### src/rtl/alu_pkg.sv
// alu_pkg: shared ALU widths, opcodes, issuer state and response entry types
package alu_pkg;
  localparam int DEF_DATA_W = 32;
  localparam int DEF_CTRL_W = 6;
  localparam int DEF_TAG_W = 4;
  localparam logic [5:0] ALU_ADD = 6'h20;
  localparam logic [5:0] ALU_SUB = 6'h22;
  localparam logic [5:0] ALU_AND = 6'h24;
  localparam logic [5:0] ALU_OR = 6'h25;
  localparam logic [5:0] ALU_SLT = 6'h2A;
  typedef enum logic {IDLE, WAIT} state_t;
  typedef struct packed {
    logic [DEF_DATA_W-1:0] result;
    logic zero;
    logic [DEF_TAG_W-1:0] tag;
  } alu_rsp_t;
endpackage

### src/rtl/alu_rsp_fifo.sv
// alu_rsp_fifo: first-word-fall-through response buffer with occupancy count
module alu_rsp_fifo
  import alu_pkg::*;
#(
  parameter int DEPTH = 2,
  parameter type entry_t = alu_rsp_t
) (
  input logic clk,
  input logic reset,
  input logic push,
  input entry_t din,
  input logic pop,
  output logic valid,
  output entry_t head,
  output logic [$clog2(DEPTH+1)-1:0] count
);
  localparam int CW = $clog2(DEPTH+1);
  localparam int PW = DEPTH > 1 ? $clog2(DEPTH) : 1;
  entry_t mem [DEPTH];
  logic [PW-1:0] rd, wr;
  logic do_push, do_pop;
  function automatic logic [PW-1:0] nxt(input logic [PW-1:0] p);
    return p == PW'(DEPTH - 1) ? '0 : p + 1'b1;
  endfunction
  assign valid = count != '0;
  assign head = valid ? mem[rd] : '0;
  assign do_pop = pop && valid;
  assign do_push = push && (count < CW'(DEPTH) || do_pop);
  always_ff @(posedge clk) begin
    if (do_push) mem[wr] <= din;
  end
  always_ff @(posedge clk) begin
    if (reset) begin
      rd <= '0;
      wr <= '0;
      count <= '0;
    end else begin
      if (do_push) wr <= nxt(wr);
      if (do_pop) rd <= nxt(rd);
      count <= count + CW'(do_push) - CW'(do_pop);
    end
  end
endmodule

### src/rtl/alu_op_issuer.sv
// alu_op_issuer: issues one ALU op at a time and buffers results (self-check under ALU_ISSUER_CHECK_EN)
module alu_op_issuer
  import alu_pkg::*;
#(
  parameter int DATA_W = DEF_DATA_W,
  parameter int CTRL_W = DEF_CTRL_W,
  parameter int ALU_LAT = 1,
  parameter int RSP_DEPTH = 2,
  parameter int TAG_W = DEF_TAG_W
) (
  input logic clk,
  input logic reset,
  input logic req_valid,
  output logic req_ready,
  input logic [DATA_W-1:0] req_a,
  input logic [DATA_W-1:0] req_b,
  input logic [CTRL_W-1:0] req_ctrl,
  input logic [TAG_W-1:0] req_tag,
  output logic [DATA_W-1:0] alu_a,
  output logic [DATA_W-1:0] alu_b,
  output logic [CTRL_W-1:0] alu_control,
  input logic [DATA_W-1:0] alu_result,
  input logic alu_zero,
  output logic rsp_valid,
  input logic rsp_ready,
  output logic [DATA_W-1:0] rsp_result,
  output logic rsp_zero,
  output logic [TAG_W-1:0] rsp_tag,
  output logic busy,
  output logic chk_err
);
  typedef struct packed {
    logic [DATA_W-1:0] result;
    logic zero;
    logic [TAG_W-1:0] tag;
  } rsp_t;
  localparam int CW = $clog2(RSP_DEPTH+1);
  state_t state;
  logic [2:0] cnt;
  logic [TAG_W-1:0] tag;
  logic capture, stage_valid;
  rsp_t stage, head;
  logic [CW-1:0] count;
  assign capture = state == WAIT && cnt == '0;
  assign busy = state != IDLE;
  assign req_ready = state == IDLE && ({1'b0, count} + (CW+1)'(stage_valid)) < (CW+1)'(RSP_DEPTH);
  always_ff @(posedge clk) begin
    if (reset) begin
      state <= IDLE;
      cnt <= '0;
      tag <= '0;
      alu_a <= '0;
      alu_b <= '0;
      alu_control <= '0;
      stage_valid <= 1'b0;
      stage <= '0;
    end else begin
      stage_valid <= capture;
      if (capture) stage <= '{result: alu_result, zero: alu_zero, tag: tag};
      if (state == IDLE && req_valid && req_ready) begin
        alu_a <= req_a;
        alu_b <= req_b;
        alu_control <= req_ctrl;
        tag <= req_tag;
        cnt <= 3'(ALU_LAT);
        state <= WAIT;
      end else if (state == WAIT) begin
        if (cnt != '0) cnt <= cnt - 3'd1;
        else state <= IDLE;
      end
    end
  end
  alu_rsp_fifo #(.DEPTH(RSP_DEPTH), .entry_t(rsp_t)) u_fifo (
    .clk(clk),
    .reset(reset),
    .push(stage_valid),
    .din(stage),
    .pop(rsp_ready),
    .valid(rsp_valid),
    .head(head),
    .count(count)
  );
  assign rsp_result = head.result;
  assign rsp_zero = head.zero;
  assign rsp_tag = head.tag;
`ifdef ALU_ISSUER_CHECK_EN
  logic [DATA_W-1:0] expected;
  logic known, bad;
  always_comb begin
    known = alu_control inside {CTRL_W'(ALU_ADD), CTRL_W'(ALU_SUB), CTRL_W'(ALU_AND), CTRL_W'(ALU_OR), CTRL_W'(ALU_SLT)};
    expected = alu_control == CTRL_W'(ALU_ADD) ? alu_a + alu_b :
               alu_control == CTRL_W'(ALU_SUB) ? alu_a - alu_b :
               alu_control == CTRL_W'(ALU_AND) ? alu_a & alu_b :
               alu_control == CTRL_W'(ALU_OR) ? alu_a | alu_b :
               alu_control == CTRL_W'(ALU_SLT) ? DATA_W'($signed(alu_a) < $signed(alu_b)) : '0;
  end
  assign bad = known && (alu_result != expected || alu_zero != (expected == '0));
  always_ff @(posedge clk) begin
    chk_err <= reset ? 1'b0 : chk_err | (capture && bad);
  end
`else
  assign chk_err = 1'b0;
`endif
endmodule

### config.mk
export PLATFORM = sky130hd
export DESIGN_NAME = alu_op_issuer
export DESIGN_NICKNAME = d
export VERILOG_FILES = /design/src/rtl/alu_pkg.sv /design/src/rtl/alu_rsp_fifo.sv /design/src/rtl/alu_op_issuer.sv
export SDC_FILE = /design/constraint.sdc
export NUM_CORES = 1
export LEC_CHECK = 0
export ABC_CLOCK_PERIOD_IN_PS = 3200
export CELL_PAD_IN_SITES_DETAIL_PLACEMENT = 0
export CELL_PAD_IN_SITES_GLOBAL_PLACEMENT = 2
export CORE_MARGIN = 5
export CORE_UTILIZATION = 23
export CTS_CLUSTER_DIAMETER = 120
export CTS_CLUSTER_SIZE = 12
export DETAILED_ROUTE_END_ITERATION = 8
export GPL_TIMING_DRIVEN = 0
export PLACE_DENSITY = 0.62
export SYNTH_ARGS = -nofsm -noshare
export SYNTH_HDL_FRONTEND = slang
export SYNTH_SLANG_ARGS = --single-unit
### constraint.sdc
create_clock -name clk -period 3.2 [get_ports clk]
set_clock_uncertainty 0.05 [all_clocks]
set_input_delay 0.32 -clock clk [delete_from_list [all_inputs] [get_ports clk]]
set_output_delay 0.32 -clock clk [all_outputs]
set_load 0.01 [all_outputs]
==> impl_metrics.csv <==
group,metric,value,unit
sta,setup_viol,0,
floorplanning,initial_core_util,0.231,
pwr,powerDensity,697,nW/um^2
synthesis,avgSynthCellArea,10.8,sq um
clock_tree,cts_resized,0,
global_routing,grt_usage,0.129,
floorplanning,die-area,37200,sq um
placement,place_congestion,0.734,
route,via_count,5933,
synthesis,ys_async_sr_fraction,0,
global_routing,grt_pass1_vias,6104,
layout,final_common_cell,"clkdlybuf4s50_1",
layout,postLayoutCellArea,11000,sq um
critical_path,cp_slowest_cell,"clkdlybuf4s50_1",
sta,timing.slew.headroom,0.417,
critical_path,cp.arrival,2.52,ns
pwr,p_total,7.69,mW
floorplanning,fp.dieW,193,microns
critical_path,r2r_cells,6,
pwr,ir_drop,379,uV
global_routing,grt_pass1_wl,36.4,mm
synthesis,ys_ff_latch,195,
worst_hold_path,holdPathStages,3,
sta,fin_tns_setup,0,ns
synthesis,synth_fa_ha_area_frac,0.00487,
layout,fillCellCount,3487,
synthesis,synth_warnings,0,
critical_path,critPathMaxStageDelay,0.50,ns
layout,finish.utilization,0.331,
layout,final_cell_mix,"clkdlybuf4s50_1, dfxtp_1, nand2_1, nand2b_1",
synthesis,yosysTopAreaCellShare,0.315,
sta,fin_crit_sh,0.903,
layout,post_route_cells_drive_above_1_share,0.0644,
route,via_per_inst,4.20,
pwr,p_leak,3.64,nW
layout,diodes,0,
floorplanning,num_rows,67,
placement,port_buffers,219,
placement,dp_hpwl,17.4,mm
sta,rsz0062_at_grt,"no",
critical_path,cp.required,2.83,ns
sta,finalHoldViolations,0,
synthesis,synth_flop_cell,"dfxtp_1",
synthesis,yosysTopAreaCell,"dfxtp_1",
layout,areaGrowthSynthToFinish,43.2,%
sta,worst_slew_pin_slew,0.873,ns
floorplanning,boundaryPins,222,
synthesis,synth_xor_area_frac,0.00114,
critical_path,critPathKind,"register to primary output",
synthesis,synth_edf_count,74,
critical_path,crit_fanout,10,
floorplanning,core,33300,sq um
synthesis,synth.distinct_cells,33,
floorplanning,fp.dieH,193,microns
outcome,outcome,"finished clean",
route,routed_wl,24.2,mm
route,ant_nets,0,
critical_path,endpoint_kind,"primary output",
global_routing,antenna_found_initial,4,
placement,pre_cts_ws,0.589,ns
placement,dpl-instance-area,10500,sq um
clock_tree,post_cts_buffers,0,
clock_tree,cts_tree,"done",
clock_tree,clk_pin_slew_worst_paths,0.08,ns
synthesis,synth.mux.area_fraction,0.0522,
sta,fin_crit,2.89,ns
clock_tree,clock_path_buffers,2,
synthesis,synth_cells,711,
route,wl_per_cell,17.1,microns
global_routing,grt_max_degree,38,
worst_hold_path,worstHoldPathType,"primary input to register",
sta,maxClockFrequency,346,MHz
layout,num-nets-final,1064,
clock_tree,clock_latency,0.43,ns
synthesis,synth_top_family_by_area,"simple AND/OR/NAND/NOR gates",
critical_path,crit_path_cell_trace,"nor2_1 > clkbuf_1 > clkbuf_1 > nor2_1 > clkdlybuf4s50_1",
critical_path,critPathLaunchType,"register",
synthesis,yosysSeqAreaShare,0.603,
sta,finalMaxSlewViolations,0,
global_routing,overflow,0,
route,drtIter0Drc,230,
sta,setup_ws,0.309,ns
synthesis,syn_area,7700,sq um
clock_tree,clock_sinks,195,
synthesis,synth_compound_area_frac,0.0817,
synthesis,syn-num-nets,825,
run,maxCapViolations,0,
synthesis,synth-simple-area-share,0.214,
clock_tree,ctsHoldBuffers,0,
clock_tree,htree_levels,4,
route,dr.pass1.iters,4,
clock_tree,cts_buffers,17,
clock_tree,ctsRootBufferMaster,"clkbuf_16",
synthesis,synthTopCellsByArea,"dfxtp_1, edfxtp_1, nand4b_1",
route,drc,0,
==> registers in the layout, summed over array words and instances, names as in the netlist, named ones only <==
name / cells
u_fifo.mem: 74
tag: 4
stage_valid: 1
u_fifo.count: 2
u_fifo.wr: 1
alu_b: 32
alu_a: 32
alu_control: 6
cnt: 3
busy: 1
u_fifo.rd: 1
stage: 37
==> worst max-delay path, delay by kind of cell, from the launching register on <==
| kind | cells | cell delay [ns] |
|---|---|---|
| DFF | 1 | 0.36 |
| buffers and inverters | 3 | 1.40 |
| and+or+nand+nor | 2 | 0.33 |
==> path summary, 6_finish.rpt <==
check | start | end | slack, ns
hold / removal | reset | alu_b[24]$_SDFFE_PP0P_ | 0.32
setup reg to reg | u_fifo.count[1]$_SDFF_PP0_ | u_fifo.count[1]$_SDFF_PP0_ | 1.30
setup / recovery | u_fifo.count[1]$_SDFF_PP0_ | rsp_result[19] | 0.31
hold reg to reg | stage[32]$_SDFFE_PP0P_ | u_fifo.mem[1][32]$_DFFE_PP_ | 0.40
==> kinds of logic (layout without fill, tap and decap cells) <==
kind of cell    Yosys count  in the layout
xor+xnor                  1              1
fa+ha+maj                 3              3
simple gates            282            282
mux                      40             40
other cells               1              1
compound gates          121            121
flops                   195            195
buf+inv                  68            320
==> routing by layer <==
layer	routed length [microns]	track usage	vias to the layer above
met5	62	0	-
met4	182	0.0286	8
met3	2860	0.0769	18
met2	10700	0.203	180
met1	10400	0.154	2755
li1	-	-	2972
==> synth_stat cells, types with 2 or more instances <==
| library cell | instances |
|---|---|
| dfxtp_1 | 121 |
| nand2_1 | 78 |
| nand2b_1 | 76 |
| edfxtp_1 | 74 |
| nand4b_1 | 74 |
| nor2_1 | 43 |
| a21oi_1 | 40 |
| mux2i_1 | 39 |
| o21ai_1 | 39 |
| o21ai_0 | 36 |
| clkbuf_1 | 35 |
| buf_2 | 12 |
| buf_4 | 6 |
| inv_1 | 6 |
| buf_6 | 4 |
| clkbuf_2 | 3 |
| ha_1 | 3 |
| a21o_1 | 2 |
| and3_1 | 2 |
| buf_1 | 2 |
| nand3_1 | 2 |
| nand3b_1 | 2 |
| nor2b_1 | 2 |
==> stage by stage <==
step | instances | hold slack, ns
global route | 1411 | 0.348
global placement | 1378 | 0.380
floorplan | 711 | 0.375
detailed placement | 1379 | 0.386
finish | 1411 | 0.323
CTS | 1411 | 0.315
==> area by class of cell <==
cell class                      instances  area, sq um  area share
Sequential cell                       195         4640       0.421
Multi-Input combinational cell        448         2730       0.248
Timing Repair Buffer                  220         2210       0.201
Tap cell                              448          561      0.0508
Clock buffer                           18          429      0.0389
Buffer                                 62          305      0.0277
Clock inverter                         14          120      0.0109
Inverter                                6         22.5     0.00204
==> where the power goes <==
part           switching (mW)  leakage, nW  internal [mW]  total (mW)
Clock                    1.05        0.262           1.02        2.07
Sequential              0.170         1.68           2.90        3.07
Combinational            1.35         1.70           1.20        2.55
Total                    2.57         3.64           5.12        7.69
(Power assumes the default switching activity.)
